### src/rtl/dram_arbiter_if.sv
// Bus bundle for the two-master DRAM arbiter: instruction port (m0),
// data port (m1) and the shared single-port RAM side (mem).
interface dram_arbiter_if;
  logic [31:0] m0_address;
  logic        m0_read;
  logic        m0_waitrequest;
  logic [31:0] m0_readdata;

  logic [31:0] m1_address;
  logic        m1_read;
  logic        m1_write;
  logic [31:0] m1_writedata;
  logic        m1_waitrequest;
  logic [31:0] m1_readdata;

  logic [31:0] mem_address;
  logic        mem_read;
  logic        mem_write;
  logic [31:0] mem_writedata;
  logic [31:0] mem_readdata;

  // Arbiter side
  modport slave (
    input  m0_address, m0_read,
    output m0_waitrequest, m0_readdata,
    input  m1_address, m1_read, m1_write, m1_writedata,
    output m1_waitrequest, m1_readdata,
    output mem_address, mem_read, mem_write, mem_writedata,
    input  mem_readdata
  );

  // Environment side: masters and RAM
  modport master (
    output m0_address, m0_read,
    input  m0_waitrequest, m0_readdata,
    output m1_address, m1_read, m1_write, m1_writedata,
    input  m1_waitrequest, m1_readdata,
    input  mem_address, mem_read, mem_write, mem_writedata,
    output mem_readdata
  );
endinterface

### src/rtl/dram_arbiter.sv
// Two-master arbiter in front of a single-port RAM: one access per 3 cycles,
// round-robin or fixed data-port priority, registered read data per master.
module dram_arbiter #(
  parameter bit FIXED_PRIO = 1'b0
) (
  input  logic           clk,
  input  logic           reset,
  dram_arbiter_if.slave  bus
);

  typedef enum logic [2:0] {
    IDLE   = 3'd0,
    SERVE0 = 3'd1,
    SERVE1 = 3'd2,
    ACK0   = 3'd3,
    ACK1   = 3'd4
  } state_t;

  state_t      state_reg;
  logic        last_grant_reg;
  logic [31:0] m0_readdata_reg;
  logic [31:0] m1_readdata_reg;
  logic [31:0] mem_address_reg;
  logic [31:0] mem_writedata_reg;
  logic        mem_read_reg;
  logic        mem_write_reg;

  logic req0;
  logic req1;
  logic grant1;

  assign req0 = bus.m0_read;
  assign req1 = bus.m1_read | bus.m1_write;

  // On a tie m1 wins under fixed priority, or when m0 was served last
  assign grant1 = req1 & (~req0 | FIXED_PRIO | ~last_grant_reg);

  always_ff @(posedge clk) begin
    if (reset) begin
      state_reg         <= IDLE;
      last_grant_reg    <= 1'b1;
      m0_readdata_reg   <= '0;
      m1_readdata_reg   <= '0;
      mem_address_reg   <= '0;
      mem_writedata_reg <= '0;
      mem_read_reg      <= 1'b0;
      mem_write_reg     <= 1'b0;
    end else begin
      // Strobes live for the single SERVE cycle only
      mem_address_reg   <= '0;
      mem_writedata_reg <= '0;
      mem_read_reg      <= 1'b0;
      mem_write_reg     <= 1'b0;
      case (state_reg)
        IDLE: begin
          if (grant1) begin
            state_reg         <= SERVE1;
            mem_address_reg   <= bus.m1_address;
            mem_read_reg      <= bus.m1_read;
            mem_write_reg     <= bus.m1_write;
            mem_writedata_reg <= bus.m1_writedata;
          end else if (req0) begin
            state_reg       <= SERVE0;
            mem_address_reg <= bus.m0_address;
            mem_read_reg    <= 1'b1;
          end
        end
        SERVE0: begin
          m0_readdata_reg <= bus.mem_readdata;
          last_grant_reg  <= 1'b0;
          state_reg       <= ACK0;
        end
        SERVE1: begin
          // RAM read is combinational, so this is the pre-write content
          m1_readdata_reg <= bus.mem_readdata;
          last_grant_reg  <= 1'b1;
          state_reg       <= ACK1;
        end
        ACK0:    state_reg <= IDLE;
        ACK1:    state_reg <= IDLE;
        default: state_reg <= IDLE;
      endcase
    end
  end

  // A reset cycle looks like IDLE on every output, so nothing commits on that edge
  assign bus.mem_address    = reset ? '0 : mem_address_reg;
  assign bus.mem_writedata  = reset ? '0 : mem_writedata_reg;
  assign bus.mem_read       = mem_read_reg & ~reset;
  assign bus.mem_write      = mem_write_reg & ~reset;

  assign bus.m0_waitrequest = req0 & ~((state_reg == ACK0) & ~reset);
  assign bus.m1_waitrequest = req1 & ~((state_reg == ACK1) & ~reset);
  assign bus.m0_readdata    = m0_readdata_reg;
  assign bus.m1_readdata    = m1_readdata_reg;

endmodule

### src/flat_wrapper.sv
// flat-port wrapper written by rule: the top's interface ports become plain ports
module dram_arbiter_flat 
#(
  parameter bit FIXED_PRIO = 1'b0
)
  (clk, reset, bus_m0_address, bus_m0_read, bus_m0_waitrequest, bus_m0_readdata, bus_m1_address, bus_m1_read, bus_m1_write, bus_m1_writedata, bus_m1_waitrequest, bus_m1_readdata, bus_mem_address, bus_mem_read, bus_mem_write, bus_mem_writedata, bus_mem_readdata);
  dram_arbiter_if bus_i ();
  input  logic clk;
  input  logic reset;
  input wire logic [$bits(bus_i.m0_address)-1:0] bus_m0_address;
  input wire logic [$bits(bus_i.m0_read)-1:0] bus_m0_read;
  output wire logic [$bits(bus_i.m0_waitrequest)-1:0] bus_m0_waitrequest;
  output wire logic [$bits(bus_i.m0_readdata)-1:0] bus_m0_readdata;
  input wire logic [$bits(bus_i.m1_address)-1:0] bus_m1_address;
  input wire logic [$bits(bus_i.m1_read)-1:0] bus_m1_read;
  input wire logic [$bits(bus_i.m1_write)-1:0] bus_m1_write;
  input wire logic [$bits(bus_i.m1_writedata)-1:0] bus_m1_writedata;
  output wire logic [$bits(bus_i.m1_waitrequest)-1:0] bus_m1_waitrequest;
  output wire logic [$bits(bus_i.m1_readdata)-1:0] bus_m1_readdata;
  output wire logic [$bits(bus_i.mem_address)-1:0] bus_mem_address;
  output wire logic [$bits(bus_i.mem_read)-1:0] bus_mem_read;
  output wire logic [$bits(bus_i.mem_write)-1:0] bus_mem_write;
  output wire logic [$bits(bus_i.mem_writedata)-1:0] bus_mem_writedata;
  input wire logic [$bits(bus_i.mem_readdata)-1:0] bus_mem_readdata;
  assign bus_i.m0_address = bus_m0_address;
  assign bus_i.m0_read = bus_m0_read;
  assign bus_m0_waitrequest = bus_i.m0_waitrequest;
  assign bus_m0_readdata = bus_i.m0_readdata;
  assign bus_i.m1_address = bus_m1_address;
  assign bus_i.m1_read = bus_m1_read;
  assign bus_i.m1_write = bus_m1_write;
  assign bus_i.m1_writedata = bus_m1_writedata;
  assign bus_m1_waitrequest = bus_i.m1_waitrequest;
  assign bus_m1_readdata = bus_i.m1_readdata;
  assign bus_mem_address = bus_i.mem_address;
  assign bus_mem_read = bus_i.mem_read;
  assign bus_mem_write = bus_i.mem_write;
  assign bus_mem_writedata = bus_i.mem_writedata;
  assign bus_i.mem_readdata = bus_mem_readdata;
  dram_arbiter #(.FIXED_PRIO(FIXED_PRIO)) u_core (.clk(clk), .reset(reset), .bus(bus_i));
endmodule
### config.mk
export PLATFORM = sky130hd
export DESIGN_NAME = dram_arbiter_flat
export DESIGN_NICKNAME = d
export VERILOG_FILES = /design/src/rtl/dram_arbiter_if.sv /design/src/rtl/dram_arbiter.sv /design/src/flat_wrapper.sv
export SDC_FILE = /design/constraint.sdc
export NUM_CORES = 1
export LEC_CHECK = 0
export ABC_AREA = 1
export CAP_MARGIN = 20
export CORE_ASPECT_RATIO = 0.6
export CORE_MARGIN = 4
export CORE_UTILIZATION = 40
export DETAILED_ROUTE_END_ITERATION = 10
export PLACE_DENSITY = 0.8
export SLEW_MARGIN = 5
export SYNTH_ARGS = -nofsm -noshare
export SYNTH_HDL_FRONTEND = slang
export SYNTH_SLANG_ARGS = --single-unit
### constraint.sdc
create_clock -name clk -period 1.5 [get_ports clk]
set_clock_uncertainty 0.15 [all_clocks]
set_input_delay 0.3 -clock clk [delete_from_list [all_inputs] [get_ports clk]]
set_output_delay 0.3 -clock clk [all_outputs]
set_load 0.01 [all_outputs]
== After elaboration in Yosys (flattened, before gate mapping) ==
Index checks and enable logic that the tools add are counted.

* Reduce and logical (&&, ||, !) cells: 4
* Bitwise logic cells: 16
* Eq/ne operators: 5
* Multiplexer cells: 10

{| class="wikitable"
|+ Operators with widths
! operator !! number
|-
| two-way mux 32 bit || 4
|-
| case mux 3 bit (3 select lines) || 1
|-
| bitwise AND 1 bit || 7
|-
| NOT 1 bit || 7
|-
| equality test 3 x 2 -> 1 bit (second input constant) || 2
|-
| two-way mux 3 bit || 2
|-
| equality test 3 x 1 -> 1 bit (second input constant) || 1
|-
| equality test 3 bit (second input constant) || 1
|-
| logical NOT 3 bit || 1
|-
| != test 3 x 2 -> 1 bit (second input constant) || 1
|-
| OR reduction 3 bit || 1
|-
| two-way mux 1 bit || 2
|-
| bitwise OR 1 bit || 2
|-
| case mux 1 bit (2 select lines) || 1
|-
| nonzero test 2 bit || 1
|-
| OR reduction 2 bit || 1
|}

* Flip-flop bits (word level): 134
* Output and inout bits: 132

== Depth between registers and ports, before layout ==
* Word-level depth: 5
* Gate-level depth with buffers: 7
* Depth with buffers taken out: 6

== Least setup slack after synthesis ==
OpenSTA, ideal clock, no wires.

* Path type: input port to output port
* From: in reset
* To: out bus_m1_waitrequest
* Arrival time: 0.891 ns
* Required time: 1.050 ns
* Path slack: 0.159 ns
* Stages: 4
* Cell sequence: buf_2 buf_2 nor3_1 a21oi_1

* Longest elaborated chain between the ends: 4

{| class="wikitable"
|+ RTL lines
! element !! RTL line !! RTL
|-
| start, declared || flat_wrapper.sv:9 || <nowiki>input logic reset;</nowiki>
|-
| NOT 1 bit || dram_arbiter.sv:93 || <nowiki>assign bus.m1_waitrequest = req1 & ~((state_reg == ACK1) & ~reset);</nowiki>
|-
| bitwise AND 1 bit || dram_arbiter.sv:93 ||
|-
| NOT 1 bit || dram_arbiter.sv:93 ||
|-
| bitwise AND 1 bit || dram_arbiter.sv:93 ||
|-
| end, declared || flat_wrapper.sv:18 || <nowiki>output wire logic [$bits(bus_i.m1_waitrequest)-1:0] bus_m1_waitrequest;</nowiki>
|}

Every way passes these cells.

== Worst setup path in the final report ==
* From: reg u_core.state_reg[1]
* To: out bus_m1_waitrequest

* Longest elaborated chain between the ends: 4

{| class="wikitable"
|+ RTL lines
! element !! RTL line !! RTL
|-
| start, declared || dram_arbiter.sv:19 || <nowiki>state_t state_reg;</nowiki>
|-
| start signal, assigned || dram_arbiter.sv:40 || <nowiki>state_reg <= IDLE;</nowiki>
|-
| start signal, assigned || dram_arbiter.sv:57 || <nowiki>state_reg <= SERVE1;</nowiki>
|-
| start signal, assigned || dram_arbiter.sv:63 || <nowiki>state_reg <= SERVE0;</nowiki>
|-
| equality test 3 bit || dram_arbiter.sv:93 ||
|-
| bitwise AND 1 bit || dram_arbiter.sv:93 ||
|-
| NOT 1 bit || dram_arbiter.sv:93 ||
|-
| bitwise AND 1 bit || dram_arbiter.sv:93 ||
|}

Every way passes these cells.

==> parameters.txt <==
Parameter                              Value

Detailed routing
  Routed WL ... 16.9 mm
  Count of vias placed by the detailed router ... 5288
  Number of violations reported at the end of detailed-routing iteration 0 ... 188
  Count of TritonRoute iterations in the first routing pass ... 5
  Detailed-route vias per instance ... 4.62
  Count of nets left with antenna violations after detail routing ... 0
  Number of remaining DRC errors ... 0
  Wirelength per Cell ... 14.8 um

Cells and area
  Most common cell after layout, fill and taps aside ... sky130_fd_sc_hd__nand2_1
  Top library cells by usage in the layout, fill and taps aside ... sky130_fd_sc_hd__nand2_1, sky130_fd_sc_hd__clkdlybuf4s50_1, sky130_fd_sc_hd__dfxtp_1
  Layout Area Growth over Synthesis ... 62.6%
  Count of filler cells inserted in the layout ... 1058
  Number of nets in the layout ... 1101
  Post-route standard cell area excluding fillers ... 8390 um^2
  Layout cells sized above 1 ... 18.4%

Logic synthesis
  Multiplexer area fraction after synthesis ... 0%
  Count of mapped cells out of synthesis ... 694
  Area of the mapped netlist ... 5160 um^2
  Top cell type's share of synthesized area ... approximately half
  Synthesized flop and latch total ... around 130
  Share of the yosys chip area belonging to registers ... 52.0%
  Complex-gate fraction of the synthesized area ... between 7 and 8%
  Top cell type by total area after synthesis ... sky130_fd_sc_hd__dfxtp_1
  Average cell area after synthesis ... 7.44 um^2
  Dominant combinational cell family by area after synthesis ... simple AND/OR/NAND/NOR gates
  Cell variety after synth ... 22
  Xor and xnor fraction of the mapped netlist area ... 0%
  Share of synthesized cell area in and, or, nand and nor gates ... 27.9%
  Net count after synthesis ... around 830
  YS warnings ... 0
  Adder and majority cell fraction of the synthesized area ... 0%
  Main area contributors after synthesis ... sky130_fd_sc_hd__dfxtp_1, sky130_fd_sc_hd__nand2_1, sky130_fd_sc_hd__inv_1, sky130_fd_sc_hd__nor2_1, sky130_fd_sc_hd__a21oi_1

STA
  Final worst-path cycle share ... 110%
  Accumulated negative setup slack ... -0.232 ns
  Final Max Tran Viols ... 0
  RSZ-0062 raised after global routing ... yes
  Post-layout worst setup margin ... -0.146 ns
  Number of hold violations in the final report ... 0
  Measured slew at the worst slew-check pin ... 0.301 ns
  Max-slew headroom ... 79.9%
  Minimum clock period after layout ... ~1.6 ns
  Setup violation total in the final timing report ... 2
  Maximum clock frequency ... 608 MHz

Pwr
  Power share of the sequential group ... 37.5%
  Clock Power Share ... 36.9%
  Part of the power in combinational logic ... 25.6%
  Switching power summed over all nets ... 3.32 mW
  Net Sw Frac ... 29.2%
  Pwr per Cell Area ... 1350 nW/um^2
  Leak pwr ... 3.94 nW
  Peak supply drop ... 0.828 mV
  Internal ... 8.05 mW

Placed design
  I/O Buffers ... around 260
  Routability-driven placement congestion ratio ... between 0.7 and 0.8
  Post-placement setup slack ... -0.568 ns
  Placed cell area ... ~8100 um^2
  Detailed placement HPWL ... 11.9 mm

Setup path
  Number of gates on the worst path with buffers counted ... 5
  Critical path launch point type ... register
  Critical path endpoint category ... primary output
  Reg2Reg Depth ... 7
  Launch instance of the worst register-to-register path ... u_core.state_reg[1]$_SDFFE_PP0P_
  Worst Setup Path Type ... reg -> out
  Launching instance or port of the critical path ... u_core.state_reg[1]$_SDFFE_PP0P_
  Series of cell instances along the critical path ... inv_2, nand2_4, nor3_4, a21oi_1, buf_2
  Largest stage delay on the critical path ... 0.35 ns
  Largest fanout on the critical path ... 2
  Largest delay share family, worst path ... flip-flops
  Data required time of the worst path ... 1.05 ns
  Arrival time worst endpoint ... 1.20 ns
  Bufs and invs on worst path ... 2
  Slowest stage cell on the critical path ... sky130_fd_sc_hd__dfxtp_2

Outcome
  Violated checks ... setup timing
  Status ... finished with violations

Global route
  Remaining Overflow, GRT ... 0
  Wire length of the first global-routing pass ... roughly 25 mm
  Overall routing resource usage ... a little over a fifth
  Via count of the first global-routing pass ... roughly 5100
  Antenna violations before repair ... 1
  Pin count of the biggest net entering global routing ... 36

CTS
  H-tree depth reported by CTS ... 4
  Clk sinks ... about 130
  Number of CTS-inserted buffers ... 17
  Clock tree from TritonCTS ... done
  CTS Hold Buffers Added ... 0
  Clock transition at the register clock pins on the worst setup and hold paths after CTS ... ~0.060 ns
  Library cell used as clock root buffer ... sky130_fd_sc_hd__clkbuf_16
  Skew-Pair Late Insertion Delay ... around 0.40 ns
  Largest buffer count on any clock path ... 2

Job
  Count of max-cap constraint violations ... 0

Floorplanning
  DIE WIDTH ... ~150 um
  Core outline area ... 12300 um^2
  Die area ... 14800 um^2
  Number of top-level pins ... 265
  Number of rows in the core area ... 31
  Height of the die ... 96.0 um
  Effective utilization at floorplan ... between 40% and 50%

Worst hold path
  Class of the tightest hold or removal check ... in -> reg
  Worst Hold Depth ... 2
  Origin of the worst min-delay path ... reset
## final timing paths
| path | end | slack, ns |
|---|---|---|
| min | u_core.state_reg[1]$_SDFFE_PP0P_ | 0.11 |
| min reg2reg | u_core.bus.m1_readdata[19]$_SDFFE_PP0P_ | 0.29 |
| max reg2reg | u_core.mem_address_reg[16]$_SDFF_PP0_ | 0.04 |
| max | bus_m1_waitrequest | -0.15 |
## cell families (layout without fill, tap and decap cells)
family / after synthesis / in the layout
AOI/OAI and AO/OA: 70 / 70
buffers and inverters: 149 / 433
DFF: 134 / 134
other: 0 / 1
and+or+nand+nor: 341 / 342
## power by group through the flow
stage	logic [mW]	registers, mW	clock network, mW
after global routing	3.17	4.32	4.39
final	2.91	4.26	4.20
after global placement	2.91	4.31	0
after CTS	2.72	4.25	4.26
after detailed placement	2.95	4.33	0
after floorplan	1.30	4.43	0
## synth_stat cells
cell type / number
sky130_fd_sc_hd__nor2_2: 4
sky130_fd_sc_hd__nor3_1: 1
sky130_fd_sc_hd__a21oi_2: 1
sky130_fd_sc_hd__buf_4: 9
sky130_fd_sc_hd__nand3_4: 2
sky130_fd_sc_hd__dfxtp_1: 134
sky130_fd_sc_hd__nand2_1: 165
sky130_fd_sc_hd__nor2_1: 97
sky130_fd_sc_hd__nand2_2: 1
sky130_fd_sc_hd__a21oi_1: 66
sky130_fd_sc_hd__a41oi_1: 1
sky130_fd_sc_hd__buf_2: 20
sky130_fd_sc_hd__nor2_4: 1
sky130_fd_sc_hd__nand2_4: 4
sky130_fd_sc_hd__clkbuf_1: 6
sky130_fd_sc_hd__nand3_1: 66
sky130_fd_sc_hd__buf_6: 6
sky130_fd_sc_hd__inv_2: 5
sky130_fd_sc_hd__o21ai_0: 1
sky130_fd_sc_hd__inv_1: 102
sky130_fd_sc_hd__buf_1: 1
sky130_fd_sc_hd__a31oi_4: 1
## through the flow
stage / power (mW) / util [%] / hold slack, ns / instances
6_report: 11.4 / 68.1 / 0.112 / 1145
5_1_grt: 11.9 / 68.1 / 0.122 / 1145
4_1_cts: 11.2 / 67.2 / 0.0930 / 1139
3_5_place_dp: 7.27 / 65.4 / 0.283 / 1108
3_3_place_gp: 7.22 / 65.4 / 0.277 / 1108
2_1_floorplan: 5.73 / - / 0.260 / 694
## area by class of cell
cell class                 instances  area, um^2  share of cell area (%)
timing repair buffer             296        2620                    31.2
tap                              165         206                    2.46
sequential                       134        2690                    32.1
antenna                            1        2.50                  0.0298
multi-input combinational        412        1880                    22.4
clock inverter                    12         154                    1.83
clock buffer                      18         439                    5.23
inverter                         107         407                    4.84
## metal layers
layer | up-vias | global-route usage (%) | routed length (um)
met5 | - | 0 | 0
met4 | 0 | 7.57 | 244
met3 | 20 | 7.68 | 1550
met2 | 201 | 36.3 | 7980
met1 | 2412 | 26.1 | 7170
li1 | 2655 | - | -
## what timing repair did
item,CTS,global route
resized for setup,352,52
setup buffers,1,3
setup endpoints to repair,198,75
cloned,0,2
pin swaps,1,6
endpoints found under the hold margin,0,0
Note: power is estimated with default switching activity, not from simulation.
